`src/rtl/amba_adder_regbank.sv`:
```
// amba_adder_regbank: AXI-Lite-side register bank driving a multi-cycle adder sequencer
module amba_adder_regbank #(
  parameter int DATA_W      = 32,
  parameter int ADD_LATENCY = 4
) (
  input  logic              ACLK,
  input  logic              ARST,
  input  logic              i_en_amba_write,
  input  logic [DATA_W-1:0] i_data,
  input  logic [31:0]       i_addr_wc,
  input  logic [3:0]        i_strb,
  input  logic [31:0]       i_addr_rc,
  output logic [DATA_W-1:0] o_data_rc,
  output logic              o_is_busy,
  output logic              o_done
);
  typedef enum logic {IDLE, CALC} state_t;
  state_t            r_state;
  logic [DATA_W-1:0] r_opa, r_opb, r_result, w_mask, w_status;
  logic [3:0]        r_cnt;
  logic              r_carry, r_done, r_busy;
  logic              w_wr, w_ctrl, w_start, w_clr, w_unused;
  logic [DATA_W:0]   w_sum;
  for (genvar k = 0; k < DATA_W; k++) begin : g_mask
    assign w_mask[k] = (k < 32) ? i_strb[(k/8)%4] : 1'b0;
  end
  assign w_wr      = i_en_amba_write && !r_busy;
  assign w_ctrl    = w_wr && i_addr_wc[1:0] == 2'd2 && i_strb[0];
  assign w_start   = w_ctrl && i_data[0];
  assign w_clr     = w_ctrl && i_data[1];
  // Operands cannot change while busy, so they serve directly as the snapshot.
  assign w_sum     = {1'b0, r_opa} + {1'b0, r_opb};
  assign w_status  = DATA_W'({r_carry, r_done, r_busy});
  assign w_unused  = ^{i_addr_wc[31:2], i_addr_rc[31:2]};
  assign o_data_rc = i_addr_rc[1:0] == 2'd0 ? r_opa :
                     i_addr_rc[1:0] == 2'd1 ? r_opb :
                     i_addr_rc[1:0] == 2'd2 ? w_status : r_result;
  assign o_is_busy = r_busy;
  assign o_done    = r_done;
  always_ff @(posedge ACLK or posedge ARST)
    if (ARST) begin
      r_state  <= IDLE;
      r_cnt    <= '0;
      r_opa    <= '0;
      r_opb    <= '0;
      r_result <= '0;
      r_carry  <= 1'b0;
      r_done   <= 1'b0;
      r_busy   <= 1'b0;
    end else begin
      if (w_wr && i_addr_wc[1:0] == 2'd0) r_opa <= (r_opa & ~w_mask) | (i_data & w_mask);
      if (w_wr && i_addr_wc[1:0] == 2'd1) r_opb <= (r_opb & ~w_mask) | (i_data & w_mask);
      if (r_state == IDLE) begin
        if (w_start) begin
          r_state <= CALC;
          r_cnt   <= 4'(ADD_LATENCY - 1);
          r_busy  <= 1'b1;
          r_done  <= 1'b0;
        end else if (w_clr) begin
          r_done  <= 1'b0;
          r_carry <= 1'b0;
        end
      end else if (r_cnt == 4'd0) begin
        r_state  <= IDLE;
        r_busy   <= 1'b0;
        r_result <= w_sum[DATA_W-1:0];
        r_carry  <= w_sum[DATA_W];
        r_done   <= 1'b1;
      end else
        r_cnt <= r_cnt - 1'b1;
    end
endmodule

```
`config.mk`:
```
export PLATFORM = sky130hd
export DESIGN_NAME = amba_adder_regbank
export DESIGN_NICKNAME = d
export VERILOG_FILES = /design/src/rtl/amba_adder_regbank.sv
export SDC_FILE = /design/constraint.sdc
export NUM_CORES = 1
export LEC_CHECK = 0
export CAP_MARGIN = 20
export CORE_AREA = 2 2 123 125
export CTS_CLUSTER_SIZE = 10
export DETAILED_ROUTE_END_ITERATION = 8
export DIE_AREA = 0 0 125 127
export DONT_BUFFER_PORTS = 1
export MAX_ROUTING_LAYER = met4
export PLACE_DENSITY_LB_ADDON = 0.3
export RECOVER_POWER = 100
export SLEW_MARGIN = 20
export SYNTH_ARGS = -nofsm -noshare
export SYNTH_HDL_FRONTEND = slang
export SYNTH_SLANG_ARGS = --single-unit
export TNS_END_PERCENT = 5
```
`constraint.sdc`:
```
create_clock -name ACLK -period 3.4 [get_ports ACLK]
set_input_delay 0.85 -clock ACLK [delete_from_list [all_inputs] [get_ports ACLK]]
set_output_delay 0.85 -clock ACLK [all_outputs]
set_load 0.05 [all_outputs]
```
# After elaboration in Yosys (flattened, before gate mapping)
# Index checks and enable logic that the tools add are counted.
# classes
n_mux,19
n_eq_ne,7
reduce_logical,19
n_addsub,2
bitwise,6
# ops
cell,n
$and 32x32->32,3
$mux 32,3
$or 32x32->32,2
$add 32x32->33,1
$not 32->32,1
$mux 1,13
$mux 4,3
$reduce_and 2->1,4
$logic_and 1x1->1,7
$eq 2x1->1 const B,2
$eq 2x2->1 const B,2
$logic_not 2->1,2
$logic_not 4->1,1
$ne 2x2->1 const B,2
$reduce_bool 2->1,2
$sub 4x1->4 const B,1
$reduce_and 3->1,1
$reduce_bool 3->1,1
$ne 2x1->1 const B,1
$logic_not 1->1,1
# totals
in_bits,103
output_inout_bits,34
wordCells,61
ff_bits,104

# Longest topological paths before layout
# Gate-level depths: netlist of the first run.
# depth
ltp_word,8
ltp_mapped,10
depth_no_buf,9

# Worst setup path after synthesis of the first run
# No wires, ideal clock.
# synth_path
kind,input-to-output
start,input i_addr_rc[0]
end,output o_data_rc[21]
path_buffers,3
path_slack_ns,-0.335
stages,5
t_arrival_ns,2.885
required_time_ns,2.550
path_cell_list,clkbuf_1 buf_2 buf_2 mux2i_1 o21ai_0
# synth_via
elab_chain_cells,4
elab_cells_between_ends,6
cone_classes,2 x eq/ne; 3 x mux; 1 x reduce/logical
# synth_rtl
element,line_no,rtl
start: declaration,12,"input logic [31:0] i_addr_rc,"
$eq 2x2->1,37,i_addr_rc[1:0] == 2'd2 ? w_status : r_result;
$mux 32,37,
$mux 32,36,i_addr_rc[1:0] == 2'd1 ? r_opb :
$mux 32 *,35,assign o_data_rc = i_addr_rc[1:0] == 2'd0 ? r_opa :
end: declaration,13,"output logic [DATA_W-1:0] o_data_rc,"
# Mark *: on every way between the ends. The rest lies on a longest branch, timed or not.

# Final worst setup path of the first run
# layout_path
start,input i_addr_rc[0]
end,output o_data_rc[7]
# The elaborated chain is that of the path after synthesis.

==> impl_metrics.toml, run 1 <==
[run_status]
status = "complete, but fails checks"
violations = "max-capacitance violations, max-slew violations"

[setup_path]
arrival_ps = 2110
end_kind = "primary output"
path_cells = "and2_1 -> clkbuf_2 -> nand2_1 -> o21ai_1 -> clkbuf_2"
path_common_cell = "clkbuf_2"
crit_path_start_kind = "input pin"
crit_type = "input pin to primary output"
cp_slowest_cell = "clkbuf_2"
ff2ff_path_depth = 8
cp_data_required_time_ps = 2550
critPathMaxFanout = 33
critPathMaxStageDelay_ps = 550

[placed_design]
post-place-ws_ps = 762
routabilityCongestion = 0.919
dpl.hpwl_mm = 11.1
dpl_cell_area_sq_mm = 0.00682
port_buffers = 0

[clock_tree]
tritoncts = "yes"
clockBufferDepth = 2
hold_buffers = 0
clockRootBuffer = "clkbuf_16"
ctsResizeCount = 0
numCtsBuffers = 9
cts_max_level = 3
postCtsSetupRepairBufs = 0
clk_pin_slew_ps = 60
cts.sinks = 104
clk-insertion-delay-late_ps = 360

[detailed_routing]
wire_per_inst_um = 17.6
drt-total-wl_mm = 15.1
first_iter_violations = 268
drc = 0
num_vias = 5025
drtAntennaViolNets = 0
firstDrtPassIters = 5
vias_per_cell = 5.84

[global_routing]
grt_pass1_vias = 5137
grt_pass1_wl_mm = 25.3
antenna_found_initial = 0
grt_usage_pct = 20.2
grt_max_degree = 58
grt-ovfl-total = 0

[power]
internal_power_mw = 1.87
comb_power_share_pct = 8.8
sw_frac_of_total_pct = 25.0
power_per_cell_area_mw_per_mm2 = 356
p_switching_mw = 0.626
pwr-share-clk_pct = 38.6
peakVddDrop_mv = 0.223
cellLeakagePower_nw = 3.26
seq_power_share_pct = 52.6

[sta]
finalSetupViolCount = 0
relSlewSlack_pct = -16.4
slew_viol_final = 36
setup_ws_ps = 439
finalCritPeriodShare_pct = 87.1
clock_skew_ps = 15.2
worstMarginPinSlew_ps = 1740
hold_violations = 0
finalSetupTns_ps = 0
fmax_mhz = 338
fin_crit_ps = 2960
rsz0062_at_grt = "false"

[cells_and_area]
diodes = 0
drive_gt1_share_pct = 13.0
nFillCells = 1373
design_area_sq_mm = 0.00701
seq_area_sq_mm = 0.00260
layout_commonest_cell = "dfrtp_1"
area_growth_pct = 9.09
final_cell_mix = "dfrtp_1, nand2_1, a21oi_1, o21ai_1, ha_1"
fin_nets = 812
multi_input_area_sq_mm = 0.00359

[synthesis]
syn_inst = 653
synth_seq_cells = 104
ys.flop_type = "dfrtp_1"
async_flop_share_pct = 100
synth_cell_types = 62
yosysWarnings = 0
syn-num-nets = 791
syn_avg_cell_area_sq_um = 9.84
yosysSeqAreaShare_pct = 40.5
synth_edf_count = 0
netlist_area_sq_mm = 0.00643

[floorplan]
coreArea_sq_mm = 0.0144
die_area_sq_mm = 0.0159
ios = 137
num_rows = 44
die_h_um = 127
start_util_pct = 44.6
chipWidth_um = 125

[min_path]
hold_path_class = "flop to flop"
hold_depth = 2

[run]
maxCapViolations = 1
## logic make-up (layout without fill, tap and decap cells)
family | after synthesis | count (layout) | share of synthesized area, %
buffers and inverters | 41 | 65 | 2.88
DFF | 104 | 104 | 40.5
adders and majority gates | 35 | 35 | 6.93
muxes | 97 | 97 | 16.9
and+or+nand+nor | 182 | 182 | 12.8
xor gates and xnor gates | 25 | 25 | 3.41
AOI/OAI and AO/OA | 169 | 169 | 16.6
## synth_stat cells, types with 2 or more instances
master    number  share of area (%)
a211oi_2       2               0.39
a21o_1         7               0.82
a21oi_1       42                3.3
a31oi_1        4               0.39
and2_1         5               0.49
and3_1         4               0.39
buf_2          4               0.31
buf_4          3               0.35
buf_6          2               0.35
clkbuf_1      17               0.99
dfrtp_1      104                 40
ha_1          34                6.6
inv_1         15               0.88
mux2_1        32                5.6
mux2_2        32                5.6
mux2i_1       30                4.7
mux4_2         3                1.1
nand2_1       97                5.7
nand2b_1       4               0.39
nand3_1       15                1.2
nand3b_1       2               0.23
nand4_1        9               0.88
nor2_1        26                1.5
nor3_1        11               0.86
o211ai_1       6               0.70
o21a_1         4               0.47
o21ai_0       48                3.7
o21ai_1       23                1.8
o21ai_2        3               0.41
o21bai_1       6               0.70
o311ai_1       2               0.27
o31a_1         3               0.41
o31ai_1        2               0.23
xnor2_1       15                2.0
xor2_1        10                1.4
## per-layer routing
layer | GRT usage [%] | share of wire (%)
met1 | 26.1 | 46
met2 | 32.4 | 47
met3 | 3.89 | 4.8
met4 | 6.27 | 1.7
met5 | - | 0
## power groups by stage
| stage | combinational, mW | clock [mW] | sequential [mW] |
|---|---|---|---|
| after floorplan | 0.194 | 0 | 1.33 |
| after detailed placement | 0.226 | 0 | 1.34 |
| after CTS | 0.228 | 0.984 | 1.32 |
| final | 0.220 | 0.964 | 1.32 |
| after global routing | 0.249 | 1.04 | 1.32 |
| after global placement | 0.214 | 0 | 1.34 |
## final cells by class
| class | instances | area share, % |
|---|---|---|
| multi-input combinational | 508 | 51.2 |
| sequential | 104 | 37.1 |
| timing repair buffer | 36 | 3.82 |
| inverter | 15 | 0.821 |
| clock inverter | 3 | 0.286 |
| clock buffer | 11 | 3.46 |
| tap | 184 | 3.28 |
## worst max-delay path: cells and delay by family
kind,cells,cell delay [ps]
buffers and inverters,2,870
AND/OR/NAND/NOR,2,210
AO/OA/AOI/OAI,1,160
## final timing paths
kind / endpoint / start / slack [ps]
min in group asynchronous: r_result[25]$_DFFE_PP0P_ / ARST / 800
worst max register to register: r_result[31]$_DFFE_PP0P_ / flop / 480
worst min register to register: r_result[5]$_DFFE_PP0P_ / r_result[5]$_DFFE_PP0P_ / 480
worst min-delay path: r_result[5]$_DFFE_PP0P_ / r_result[5]$_DFFE_PP0P_ / 480
worst max-delay path: o_data_rc[7] / i_addr_rc[0] / 440
max in group asynchronous: async pin / ARST / 1460
## through the flow
step / power (mW) / std cells / utilization, % / hold slack, ps
2_1_floorplan: 1.52 / 653 / - / 441
3_3_place_gp: 1.55 / 846 / 47.1 / 454
3_5_place_dp: 1.57 / 847 / 47.3 / 468
4_1_cts: 2.53 / 861 / 49.1 / 399
5_1_grt: 2.61 / 861 / 48.6 / 518
6_report: 2.50 / 861 / 48.6 / 484
No activity file was read; power rests on OpenSTA's default activity.
==> run 2, diff against run 1 <==
Settings changed: CAP_MARGIN 20 to 15.
==> run 2 against run 1 <==
Compared with the run above:
- the run still ends with max-capacitance violations, max-slew violations left
- first-iteration DRC count increased by 24%
- clock power is 11% higher
- largest power group unchanged
- via count down 1.4%
- final area is 0.48% higher
- sequential share of layout area decreased by 0.18 points
==> impl_metrics.toml, run 2 (synthesis results as in run 1) <==
[cells_and_area]
design_area_sq_mm = 0.00704
seq_area_sq_mm = 0.00260
drive_gt1_share_pct = 13.1
fin_nets = 811
nFillCells = 1339
final_cell_mix = "dfrtp_1, nand2_1, a21oi_1, o21ai_1"
diodes = 0
multi_input_area_sq_mm = 0.00361
area_growth_pct = 9.62
layout_commonest_cell = "dfrtp_1"

[detailed_routing]
highest-signal-layer = "met4"
first_iter_violations = 332
drc = 0
wire_per_inst_um = 17.4
drtAntennaViolNets = 0
vias_per_cell = 5.75
drt-total-wl_mm = 15.0
wl_met2_mm = 7.16
firstDrtPassIters = 5
num_vias = 4955
wl_met3_um = 814
drt-met1-wl_mm = 6.86

[floorplan]
ios = 137
start_util_pct = 44.6
chipWidth_um = 125
coreArea_sq_mm = 0.0144
die_area_sq_mm = 0.0159
num_rows = 44
die_h_um = 127

[placed_design]
routabilityCongestion = 0.919
dpl_cell_area_sq_mm = 0.00679
dpl.hpwl_mm = 11.0
port_buffers = 0

[clock_tree]
clk_pin_slew_ps = 60
clk-insertion-delay-late_ps = 360
postCtsSetupRepairBufs = 0
clockBufferDepth = 2
hold_buffers = 0
cts.sinks = 104
clockRootBuffer = "clkbuf_16"
cts_max_level = 3
ctsResizeCount = 0
tritoncts = "yes"
numCtsBuffers = 9

[run_status]
violations = "max-capacitance violations, max-slew violations"
status = "complete, but fails checks"

[global_routing]
grt_pass1_wl_mm = 25.1
grt_pass1_vias = 5066
antenna_found_initial = 0
grt-ovfl-total = 0
grt_max_degree = 93
grt_usage_pct = 20.0

[setup_path]
crit_path_start_kind = "input pin"
arrival_ps = 2110
crit_type = "input pin to primary output"
cp_data_required_time_ps = 2550
end_kind = "primary output"
cp-startpoint = "i_addr_rc[0]"
critPathMaxFanout = 33

[power]
peakVddDrop_mv = 0.337
power_per_cell_area_mw_per_mm2 = 369
cellLeakagePower_nw = 3.29
total_power_mw = 2.60

[sta]
clock_skew_ps = 12.7
rsz0062_at_grt = "false"
hold_violations = 0
relSlewSlack_pct = -33.5
finalCritPeriodShare_pct = 87.1
fmax_mhz = 338
holdWs_ps = 487
finalSetupViolCount = 0
fin_crit_ps = 2960
slew_viol_final = 93
worstMarginPinSlew_ps = 2000

[min_path]
hold_path_class = "flop to flop"
worstHoldStart = "r_result[5]$_DFFE_PP0P_"

[run]
maxCapViolations = 1
-- run 2: layout make-up --
type,count,area share [%]
Clock buffer,13,3.69
Clock inverter,3,0.568
Inverter,15,0.853
Multi-Input combinational cell,508,51.2
Sequential cell,104,36.9
Tap cell,184,3.27
Timing Repair Buffer,35,3.45
-- run 2: path summary, 6_finish.rpt --
check / endpoint / slack, ps / cells after the start
max: o_data_rc[31] / 440 / 5
min: r_result[5]$_DFFE_PP0P_ / 490 / 2
max reg2reg: r_result[23]$_DFFE_PP0P_ / 510 / 8
min reg2reg: r_result[5]$_DFFE_PP0P_ / 490 / 2
max in group asynchronous: async pin / 1320 / 2
min in group asynchronous: async pin / 900 / 1
-- run 2: per-stage QoR --
step | std cells | setup slack [ps] | utilization (%) | TNS, ps
after CTS | 862 | 768 | 49.2 | 0
final | 862 | 439 | 48.8 | 0
after detailed placement | 846 | 769 | 47.1 | 0
after global routing | 862 | 331 | 48.8 | 0
after floorplan | 653 | -335 | - | -23170
after global placement | 846 | 782 | 47.1 | 0
-- run 2: power breakdown --
| group | total [mW] | internal [mW] | switching, mW |
|---|---|---|---|
| combinational | 0.216 | 0.0851 | 0.131 |
| clock | 1.07 | 0.610 | 0.457 |
| sequential | 1.32 | 1.28 | 0.0388 |
| total | 2.60 | 1.97 | 0.626 |
-- run 2: critical path: stages --
cell	delay [ps]
and2_1	100
clkbuf_2	540
nand2_1	120
o21ai_1	160
clkbuf_2	320
-- run 2: metal layers --
| metal | GRT usage, % | up-vias |
|---|---|---|
| met4 | 4.71 | 0 |
| li1 | - | 2399 |
| met5 | - | - |
| met2 | 32.4 | 118 |
| met1 | 25.7 | 2425 |
| met3 | 4.82 | 13 |
